===== src/rtl/uart_rx_engine_pkg.sv =====
// Shared types and constants for the UART receive path.
// Holds the FSM state encoding, parity mode values and the vote helper.
package uart_rx_engine_pkg;

    typedef enum logic [2:0] {
        ST_IDLE,
        ST_START,
        ST_DATA,
        ST_PARITY,
        ST_STOP,
        ST_BREAK
    } rx_state_t;

    localparam logic PAR_EVEN = 1'b0;
    localparam logic PAR_ODD  = 1'b1;

    localparam int MIN_DATA_BITS = 5;

    function automatic logic maj3(input logic a, input logic b, input logic c);
        return (a & b) | (a & c) | (b & c);
    endfunction

endpackage


===== src/rtl/uart_rx_sampler.sv =====
// Line synchroniser, oversample phase counter and 3-point mid-bit vote.
// Emits one bit_valid strobe per bit at phase OVERSAMPLE/2+1.
module uart_rx_sampler
    import uart_rx_engine_pkg::*;
#(
    parameter int OVERSAMPLE  = 16,
    parameter int SYNC_STAGES = 2
) (
    input  logic clk,
    input  logic rst,
    input  logic baud_tick,
    input  logic rx,
    input  logic phase_clr,
    output logic rx_sync,
    output logic start_edge,
    output logic phase_wrap,
    output logic bit_valid,
    output logic bit_value
);

    localparam int PH_W = $clog2(OVERSAMPLE);
    localparam logic [PH_W-1:0] PH_LO   = PH_W'(OVERSAMPLE / 2 - 1);
    localparam logic [PH_W-1:0] PH_MID  = PH_W'(OVERSAMPLE / 2);
    localparam logic [PH_W-1:0] PH_HI   = PH_W'(OVERSAMPLE / 2 + 1);
    localparam logic [PH_W-1:0] PH_LAST = PH_W'(OVERSAMPLE - 1);

    logic [SYNC_STAGES-1:0] sync_q;
    logic [PH_W-1:0]        phase;
    logic                   s_lo;
    logic                   s_mid;

    assign rx_sync    = sync_q[SYNC_STAGES-1];
    assign start_edge = baud_tick && !rx_sync;
    assign phase_wrap = baud_tick && (phase == PH_LAST);
    assign bit_valid  = baud_tick && !phase_clr && (phase == PH_HI);
    assign bit_value  = maj3(s_lo, s_mid, rx_sync);

    always_ff @(posedge clk) begin
        if (rst) begin
            sync_q <= '1;
            phase  <= '0;
            s_lo   <= 1'b1;
            s_mid  <= 1'b1;
        end else begin
            sync_q <= {sync_q[SYNC_STAGES-2:0], rx};
            if (baud_tick) begin
                if (phase_clr || phase == PH_LAST) begin
                    phase <= '0;
                end else begin
                    phase <= phase + PH_W'(1);
                end
                if (phase == PH_LO) begin
                    s_lo <= rx_sync;
                end
                if (phase == PH_MID) begin
                    s_mid <= rx_sync;
                end
            end
        end
    end

endmodule


===== src/rtl/uart_rx_engine.sv =====
// Configurable UART receiver: frame FSM, shift/parity logic and
// a valid/ready holding register with overrun and break reporting.
module uart_rx_engine
    import uart_rx_engine_pkg::*;
#(
    parameter int DATA_W_MAX  = 9,
    parameter int OVERSAMPLE  = 16,
    parameter int SYNC_STAGES = 2
) (
    input  logic                  clk,
    input  logic                  rst,
    input  logic                  baud_tick,
    input  logic                  rx,
    input  logic [3:0]            cfg_data_bits,
    input  logic                  cfg_parity_en,
    input  logic                  cfg_parity_odd,
    input  logic                  cfg_stop2,
    output logic [DATA_W_MAX-1:0] rx_data,
    output logic                  rx_valid,
    input  logic                  rx_ready,
    output logic                  parity_err,
    output logic                  frame_err,
    output logic                  break_det,
    output logic                  overrun
);

    localparam int CNT_W = $clog2(DATA_W_MAX + 1);
    localparam logic [3:0] MAX_BITS = 4'(DATA_W_MAX);
    localparam logic [3:0] MIN_BITS = 4'(MIN_DATA_BITS);

    rx_state_t             state;
    logic [CNT_W-1:0]      bit_cnt;
    logic [CNT_W-1:0]      nbits_q;
    logic                  par_en_q;
    logic                  par_odd_q;
    logic                  stop2_q;
    logic [DATA_W_MAX-1:0] frame;
    logic                  start_ok;
    logic                  stop_second;
    logic                  perr_q;
    logic                  ferr_q;
    logic                  pbit_zero;

    logic       rx_sync;
    logic       start_edge;
    logic       phase_wrap;
    logic       bit_valid;
    logic       bit_value;
    logic       phase_clr;
    logic [3:0] nbits_in;
    logic       first_stop;
    logic       done;
    logic       ferr_n;
    logic       brk_n;
    logic       last_bit;
    logic       exp_par;

    assign phase_clr = (state == ST_IDLE) || (state == ST_BREAK);

    uart_rx_sampler #(
        .OVERSAMPLE (OVERSAMPLE),
        .SYNC_STAGES(SYNC_STAGES)
    ) u_sampler (
        .clk       (clk),
        .rst       (rst),
        .baud_tick (baud_tick),
        .rx        (rx),
        .phase_clr (phase_clr),
        .rx_sync   (rx_sync),
        .start_edge(start_edge),
        .phase_wrap(phase_wrap),
        .bit_valid (bit_valid),
        .bit_value (bit_value)
    );

    always_comb begin
        nbits_in = cfg_data_bits;
        if (cfg_data_bits < MIN_BITS) begin
            nbits_in = MIN_BITS;
        end else if (cfg_data_bits > MAX_BITS) begin
            nbits_in = MAX_BITS;
        end
        first_stop = (state == ST_STOP) && bit_valid && !stop_second;
        done       = (state == ST_STOP) && bit_valid
                     && (stop_second || !stop2_q);
        ferr_n     = first_stop ? !bit_value : ferr_q;
        // A break is an all-zero frame including stop and any parity bit.
        brk_n      = (frame == '0) && ferr_n && (!par_en_q || pbit_zero);
        last_bit   = (bit_cnt == nbits_q - CNT_W'(1));
        exp_par    = (^frame) ^ (par_odd_q == PAR_ODD);
    end

    always_ff @(posedge clk) begin
        if (rst) begin
            state       <= ST_IDLE;
            bit_cnt     <= '0;
            nbits_q     <= CNT_W'(MIN_DATA_BITS);
            par_en_q    <= 1'b0;
            par_odd_q   <= PAR_EVEN;
            stop2_q     <= 1'b0;
            frame       <= '0;
            start_ok    <= 1'b0;
            stop_second <= 1'b0;
            perr_q      <= 1'b0;
            ferr_q      <= 1'b0;
            pbit_zero   <= 1'b1;
            rx_data     <= '0;
            rx_valid    <= 1'b0;
            parity_err  <= 1'b0;
            frame_err   <= 1'b0;
            break_det   <= 1'b0;
            overrun     <= 1'b0;
        end else begin
            overrun <= 1'b0;
            if (rx_valid && rx_ready) begin
                rx_valid <= 1'b0;
            end
            if (done) begin
                if (!rx_valid || rx_ready) begin
                    rx_data    <= frame;
                    parity_err <= perr_q;
                    frame_err  <= ferr_n;
                    break_det  <= brk_n;
                    rx_valid   <= 1'b1;
                end else begin
                    overrun <= 1'b1;
                end
            end
            unique case (state)
                ST_IDLE: begin
                    if (start_edge) begin
                        state       <= ST_START;
                        nbits_q     <= CNT_W'(nbits_in);
                        par_en_q    <= cfg_parity_en;
                        par_odd_q   <= cfg_parity_odd;
                        stop2_q     <= cfg_stop2;
                        bit_cnt     <= '0;
                        frame       <= '0;
                        start_ok    <= 1'b0;
                        stop_second <= 1'b0;
                        perr_q      <= 1'b0;
                        ferr_q      <= 1'b0;
                        pbit_zero   <= 1'b1;
                    end
                end
                ST_START: begin
                    if (bit_valid) begin
                        if (bit_value) begin
                            state <= ST_IDLE;
                        end else begin
                            start_ok <= 1'b1;
                        end
                    end else if (phase_wrap && start_ok) begin
                        state <= ST_DATA;
                    end
                end
                ST_DATA: begin
                    if (bit_valid) begin
                        frame[bit_cnt] <= bit_value;
                        bit_cnt        <= bit_cnt + CNT_W'(1);
                        if (last_bit) begin
                            state <= par_en_q ? ST_PARITY : ST_STOP;
                        end
                    end
                end
                ST_PARITY: begin
                    if (bit_valid) begin
                        perr_q    <= (bit_value != exp_par);
                        pbit_zero <= !bit_value;
                        state     <= ST_STOP;
                    end
                end
                ST_STOP: begin
                    if (first_stop) begin
                        ferr_q      <= !bit_value;
                        stop_second <= 1'b1;
                    end
                    if (done) begin
                        state <= brk_n ? ST_BREAK : ST_IDLE;
                    end
                end
                ST_BREAK: begin
                    if (baud_tick && rx_sync) begin
                        state <= ST_IDLE;
                    end
                end
                default: state <= ST_IDLE;
            endcase
        end
    end

endmodule


===== config.mk =====
export PLATFORM = sky130hd
export DESIGN_NAME = uart_rx_engine
export DESIGN_NICKNAME = d
export VERILOG_FILES = /design/src/rtl/uart_rx_engine_pkg.sv /design/src/rtl/uart_rx_sampler.sv /design/src/rtl/uart_rx_engine.sv
export SDC_FILE = /design/constraint.sdc
export NUM_CORES = 1
export LEC_CHECK = 0
export CAP_MARGIN = 20
export CORE_MARGIN = 1.5
export CORE_UTILIZATION = 50
export DETAILED_ROUTE_END_ITERATION = 7
export HOLD_SLACK_MARGIN = 0.12
export PLACE_DENSITY_LB_ADDON = 0.15
export SLEW_MARGIN = 15
export SYNTH_ARGS = -nofsm -noshare
export SYNTH_HDL_FRONTEND = slang
export SYNTH_SLANG_ARGS = --single-unit

===== constraint.sdc =====
create_clock -name clk -period 2.5 [get_ports clk]
set_input_delay 0.375 -clock clk [delete_from_list [all_inputs] [get_ports clk]]
set_output_delay 0.375 -clock clk [all_outputs]
set_load 0.02 [all_outputs]

==> reports/results.env, run 1 <==
ROUTED-VIA-COUNT=2073
POST_SYNTH.CELL_AREA_AVG_UM2=8.41
IO_BUFFER_COUNT=25
SYNTH-SIMPLE-AREA-SHARE=0.222
GRT_FIRST_PASS_WIRELENGTH_UM=8820
CORE_UM2=4820
CLOCK_TREE_FROM_TRITONCTS='yes'
CTS_HOLD_BUF=0
TIMING.RR.END='state[1]$_SDFFE_PP0P_'
CTS_RESIZED=0
DRT_DRC_VIOLATIONS_LEFT=0
VDD_DROP_MAX_mV=0.267
TOTAL_POWER_mW=1.51
CTS-BUFFERS-INSERTED=5
TIMING.SETUP.CRITICAL_PATH_CLASS='reg2reg'
INTERNAL-POWER_mW=1.10
INITIALDRTVIOLATIONCOUNT=126
WORSTSETUPENDPOINTTYPE='flop'
PLACE_CONGESTION=0.802
FIN_WORST_SKEW_NS=0.00998
MAX_CAPACITANCE_VIOLATION_TOTAL=0
YS_SEQ_AREA_FRAC=0.390
SYNTHMUXAREASHARE=0.0351
FINAL_UTIL=0.614
WORSTSKEWPAIRLATENCY_NS=0.30
CELLLEAKAGEPOWER_nW=1.05
POSTSYNTHCELLCOUNT=305
TIMING.FINAL.CRIT_PERIOD_NS=2.17
FINAL_HOLD_VIOL_COUNT=0
MIN_PERIOD_OVER_PERIOD=0.869
SYNTH_ENABLE_FLOP_CELLS=0
SHARE_CLK_OF_TOTAL_POWER=0.310
MAX_FREQ_MHz=460
WORST-ENDPOINT-REQUIRED_NS=2.71
RESULT_OF_THE_RUN='finished clean'
CTS_SINKS=50
SYNTH_TOP_FLOP_CELL='dfxtp_1'
DIE_W_UM=74.6
DETAIL_ROUTE.FIRST_PASS.ITERATIONS=7
ROUTE.DETAILED.WL_PER_INST_UM=13.3
ANTENNA_VIOLATING_NETS_POST_ROUTE=0
SYNTH_COMPOUND_AREA_FRAC=0.160
FINALSETUPTNS_NS=0
SHARE_OF_POST_ROUTE_CELLS_WITH_DRIVE_STRENGTH_ABOVE_1=0.0673
HPWL_UM=3810
TIMING.REG2REG.WORST_PATH_DEPTH=7
POWER.SHARE.SEQUENTIAL=0.560
SETUP_VIOL_COUNT_FINAL=0
NUMBER_OF_ANTENNA_VIOLATIONS_AT_THE_FIRST_CHECK_IN_GLOBAL_ROUTING=0
CLK_TRANSITION_REPORTED_PATHS_NS=0.09
SETUP_REPAIR_AFTER_GLOBAL_ROUTING_MISSED_ITS_MARGIN='no'
GROUTE.USAGE.OVERALL=0.206
SYNTH_TOP_FAMILY_BY_AREA='simple AND/OR/NAND/NOR gates'
ROWS=25
GRT-OVFL-TOTAL=0
FINAL_CELL_AREA_UM2=2960
GATE_POWER_SHARE=0.130
DETAIL_ROUTE.WIRELENGTH_UM=5260
GRT_START_MAX_NET_PINS=23
SYNTH_FA_HA_AREA_FRAC=0.0624
POWER_DENSITY_nW_PER_UM2=511
AREA_GROWTH_PCT=15.3
INSERTEDDIODECOUNT=0
CTSROOTBUFFERMASTER='clkbuf_8'
CLOCK_TREE.HTREE_LEVEL_COUNT=2
DIE_H_UM=74.6
MIN-DELAY-START='u_sampler.sync_q[0]$_SDFF_PP1_'
START_KIND='flop'
POST-CTS-SETUP-BUFFERS=0
XOR_XNOR_SHARE_OF_THE_SYNTHESIZED_AREA=0.0654
ROUTE.DETAILED.VIAS_PER_INST=5.26
SYNTH_WARNINGS=0
NETSWITCHINGFRACTION=0.272
SYNTHARSTFLOPSHARE=0
WORST_SLEW_MARGIN_REL=0.585
DESIGN.PORTCOUNT=26
MIN-DELAY-PATH-CLASS='reg2reg'
YS_SEQ_ELEMENTS=50
STARTPOINT='nbits_q[0]$_SDFFE_PP1P_'
PLACE_AREA_UM2=2870
CTSLONGESTPATHBUFFERS=2
FINALMAXSLEWVIOLATIONS=0
ARRIVAL_NS=2.38
DIE_AREA_UM2=5570
TIMING.REG2REG.SETUP_SLACK_NS=0.33
TIMING_WORST_SLEW_PIN_VALUE_NS=0.614
SYN_AREA_UM2=2560
CRITPATHMAXFANOUT=4
CRITICAL_PATH.REG2REG.STARTPOINT='nbits_q[0]$_SDFFE_PP1P_'
INITIAL_UTILIZATION=0.532
SWITCHING_POWER_mW=0.412
YOSYS.CELL_TYPES.COUNT=50
DESTINATION_OF_THE_CRITICAL_TIMING_PATH='state[1]$_SDFFE_PP0P_'
SYNTHESIS.NETS=329
FIRST_GLOBAL_VIAS=1921
DESIGN.FINAL.NETS=350
[worst min-delay path by stage]
| stage | cells after the start | slack (ns) | to |
|---|---|---|---|
| after floorplan | 1 | 0.39 | u_sampler.sync_q[1]$_SDFF_PP1_ |
| after global placement | 1 | 0.41 | u_sampler.sync_q[1]$_SDFF_PP1_ |
| after detailed placement | 1 | 0.40 | u_sampler.sync_q[1]$_SDFF_PP1_ |
| after CTS | 1 | 0.43 | u_sampler.sync_q[1]$_SDFF_PP1_ |
| after global routing | 1 | 0.45 | u_sampler.sync_q[1]$_SDFF_PP1_ |
| final | 1 | 0.43 | u_sampler.sync_q[1]$_SDFF_PP1_ |
[flip-flops by register name (all words and copies together) (netlist names), 2 cells and up]
| register | cells |
|---|---|
| frame | 9 |
| rx_data | 9 |
| bit_cnt | 4 |
| nbits_q | 4 |
| u_sampler.phase | 4 |
| state | 3 |
| u_sampler.sync_q | 2 |
[layer usage]
| metal | up-vias | part of all wire | global-route usage |
|---|---|---|---|
| li1 | 1089 | - | - |
| met2 | 29 | 0.46 | 0.329 |
| met3 | 4 | 0.033 | 0.0415 |
| met5 | - | 0 | 0 |
| met1 | 951 | 0.50 | 0.277 |
| met4 | 0 | 0.011 | 0.0768 |
[critical path, stage by stage, from the launching register on]
cell	delay [ns]
dfxtp_1	0.41
inv_1	0.06
ha_1	0.25
xnor2_4	0.14
xnor2_1	0.14
o41a_1	0.43
or4_4	0.52
o32ai_1	0.14
[cells in the mapped netlist, types with 2 or more instances]
library cell	instances	share of area
dfxtp_1	50	0.39
nor2_1	41	0.060
nand2_1	27	0.040
a21oi_1	26	0.051
inv_1	22	0.032
xnor2_1	13	0.044
clkbuf_1	12	0.018
ha_1	12	0.059
mux2i_1	9	0.035
nand3_1	8	0.016
nand2b_1	7	0.017
nor3_1	5	0.0098
o2111ai_1	5	0.017
o21ai_0	5	0.0098
a21o_1	4	0.012
buf_2	4	0.0078
nand3b_1	4	0.012
a211o_1	3	0.010
a31oi_1	3	0.0073
nand4b_1	3	0.010
nor2b_1	3	0.0073
xor2_1	3	0.010
a211oi_1	2	0.0059
and2_1	2	0.0049
and4b_1	2	0.0078
nand4_1	2	0.0049
nor3b_1	2	0.0059
nor4_1	2	0.0049
o32ai_1	2	0.0068
or2_2	2	0.0049
[area by class of cell]
type | instances | area (um^2)
Inverter | 22 | 82.6
Clock inverter | 3 | 21.3
Sequential cell | 50 | 1000
Fill cell | 454 | 1860
Clock buffer | 5 | 68.8
Tap cell | 67 | 83.8
Timing Repair Buffer | 32 | 303
Multi-Input combinational cell | 215 | 1400
[metrics by stage]
| stage | worst slack (ns) | cells | hold slack [ns] |
|---|---|---|---|
| 5_1_grt | 0.223 | 394 | 0.449 |
| 4_1_cts | 0.319 | 394 | 0.429 |
| 6_report | 0.327 | 394 | 0.429 |
| 3_5_place_dp | 0.153 | 386 | 0.402 |
| 3_3_place_gp | 0.204 | 386 | 0.411 |
| 2_1_floorplan | 0.531 | 305 | 0.389 |
[placed cells by master (no fill, tap or decap), types with 2 or more instances in the layout]
cell type,count
a21o_1,4
and2_1,2
and4b_1,2
nor3b_1,2
xor2_1,3
nand4_1,2
xnor2_1,13
nor2b_1,3
o2111ai_1,5
clkdlybuf4s50_1,25
inv_1,22
a211o_1,3
o32ai_1,2
nand3_1,8
a211oi_1,2
clkbuf_8,5
a21oi_1,26
nor3_1,5
ha_1,12
nand2_1,27
nor2_1,41
nand2b_1,7
mux2i_1,9
dfxtp_1,50
nor4_1,2
a31oi_1,3
o21ai_0,5
nand3b_1,4
nand4b_1,3
or2_2,2
buf_4,7
[cell families (layout without fill, tap and decap cells)]
kind of cell	count (synthesis)	in the layout
multiplexers	9	9
flip-flops	50	50
AO/OA/AOI/OAI	61	61
AND/OR/NAND/NOR	115	115
XOR/XNOR	17	17
buffers and inverters	40	62
adder cells (fa/ha/maj)	13	13
[power by group through the flow]
stage	clock [mW]	combinational [mW]	sequential [mW]
after global routing	0.517	0.218	0.850
after CTS	0.492	0.194	0.846
after floorplan	0	0.161	0.842
final	0.469	0.196	0.847
after detailed placement	0	0.193	0.865
after global placement	0	0.193	0.864
Note: power is estimated with default switching activity, not from simulation.
==> run 2, diff against run 1 <==
CTS_CLUSTER_SIZE = 25   (was unset)
==> results of run 2 <==
Final layout, timing and power as in run 1 (identical DEF).
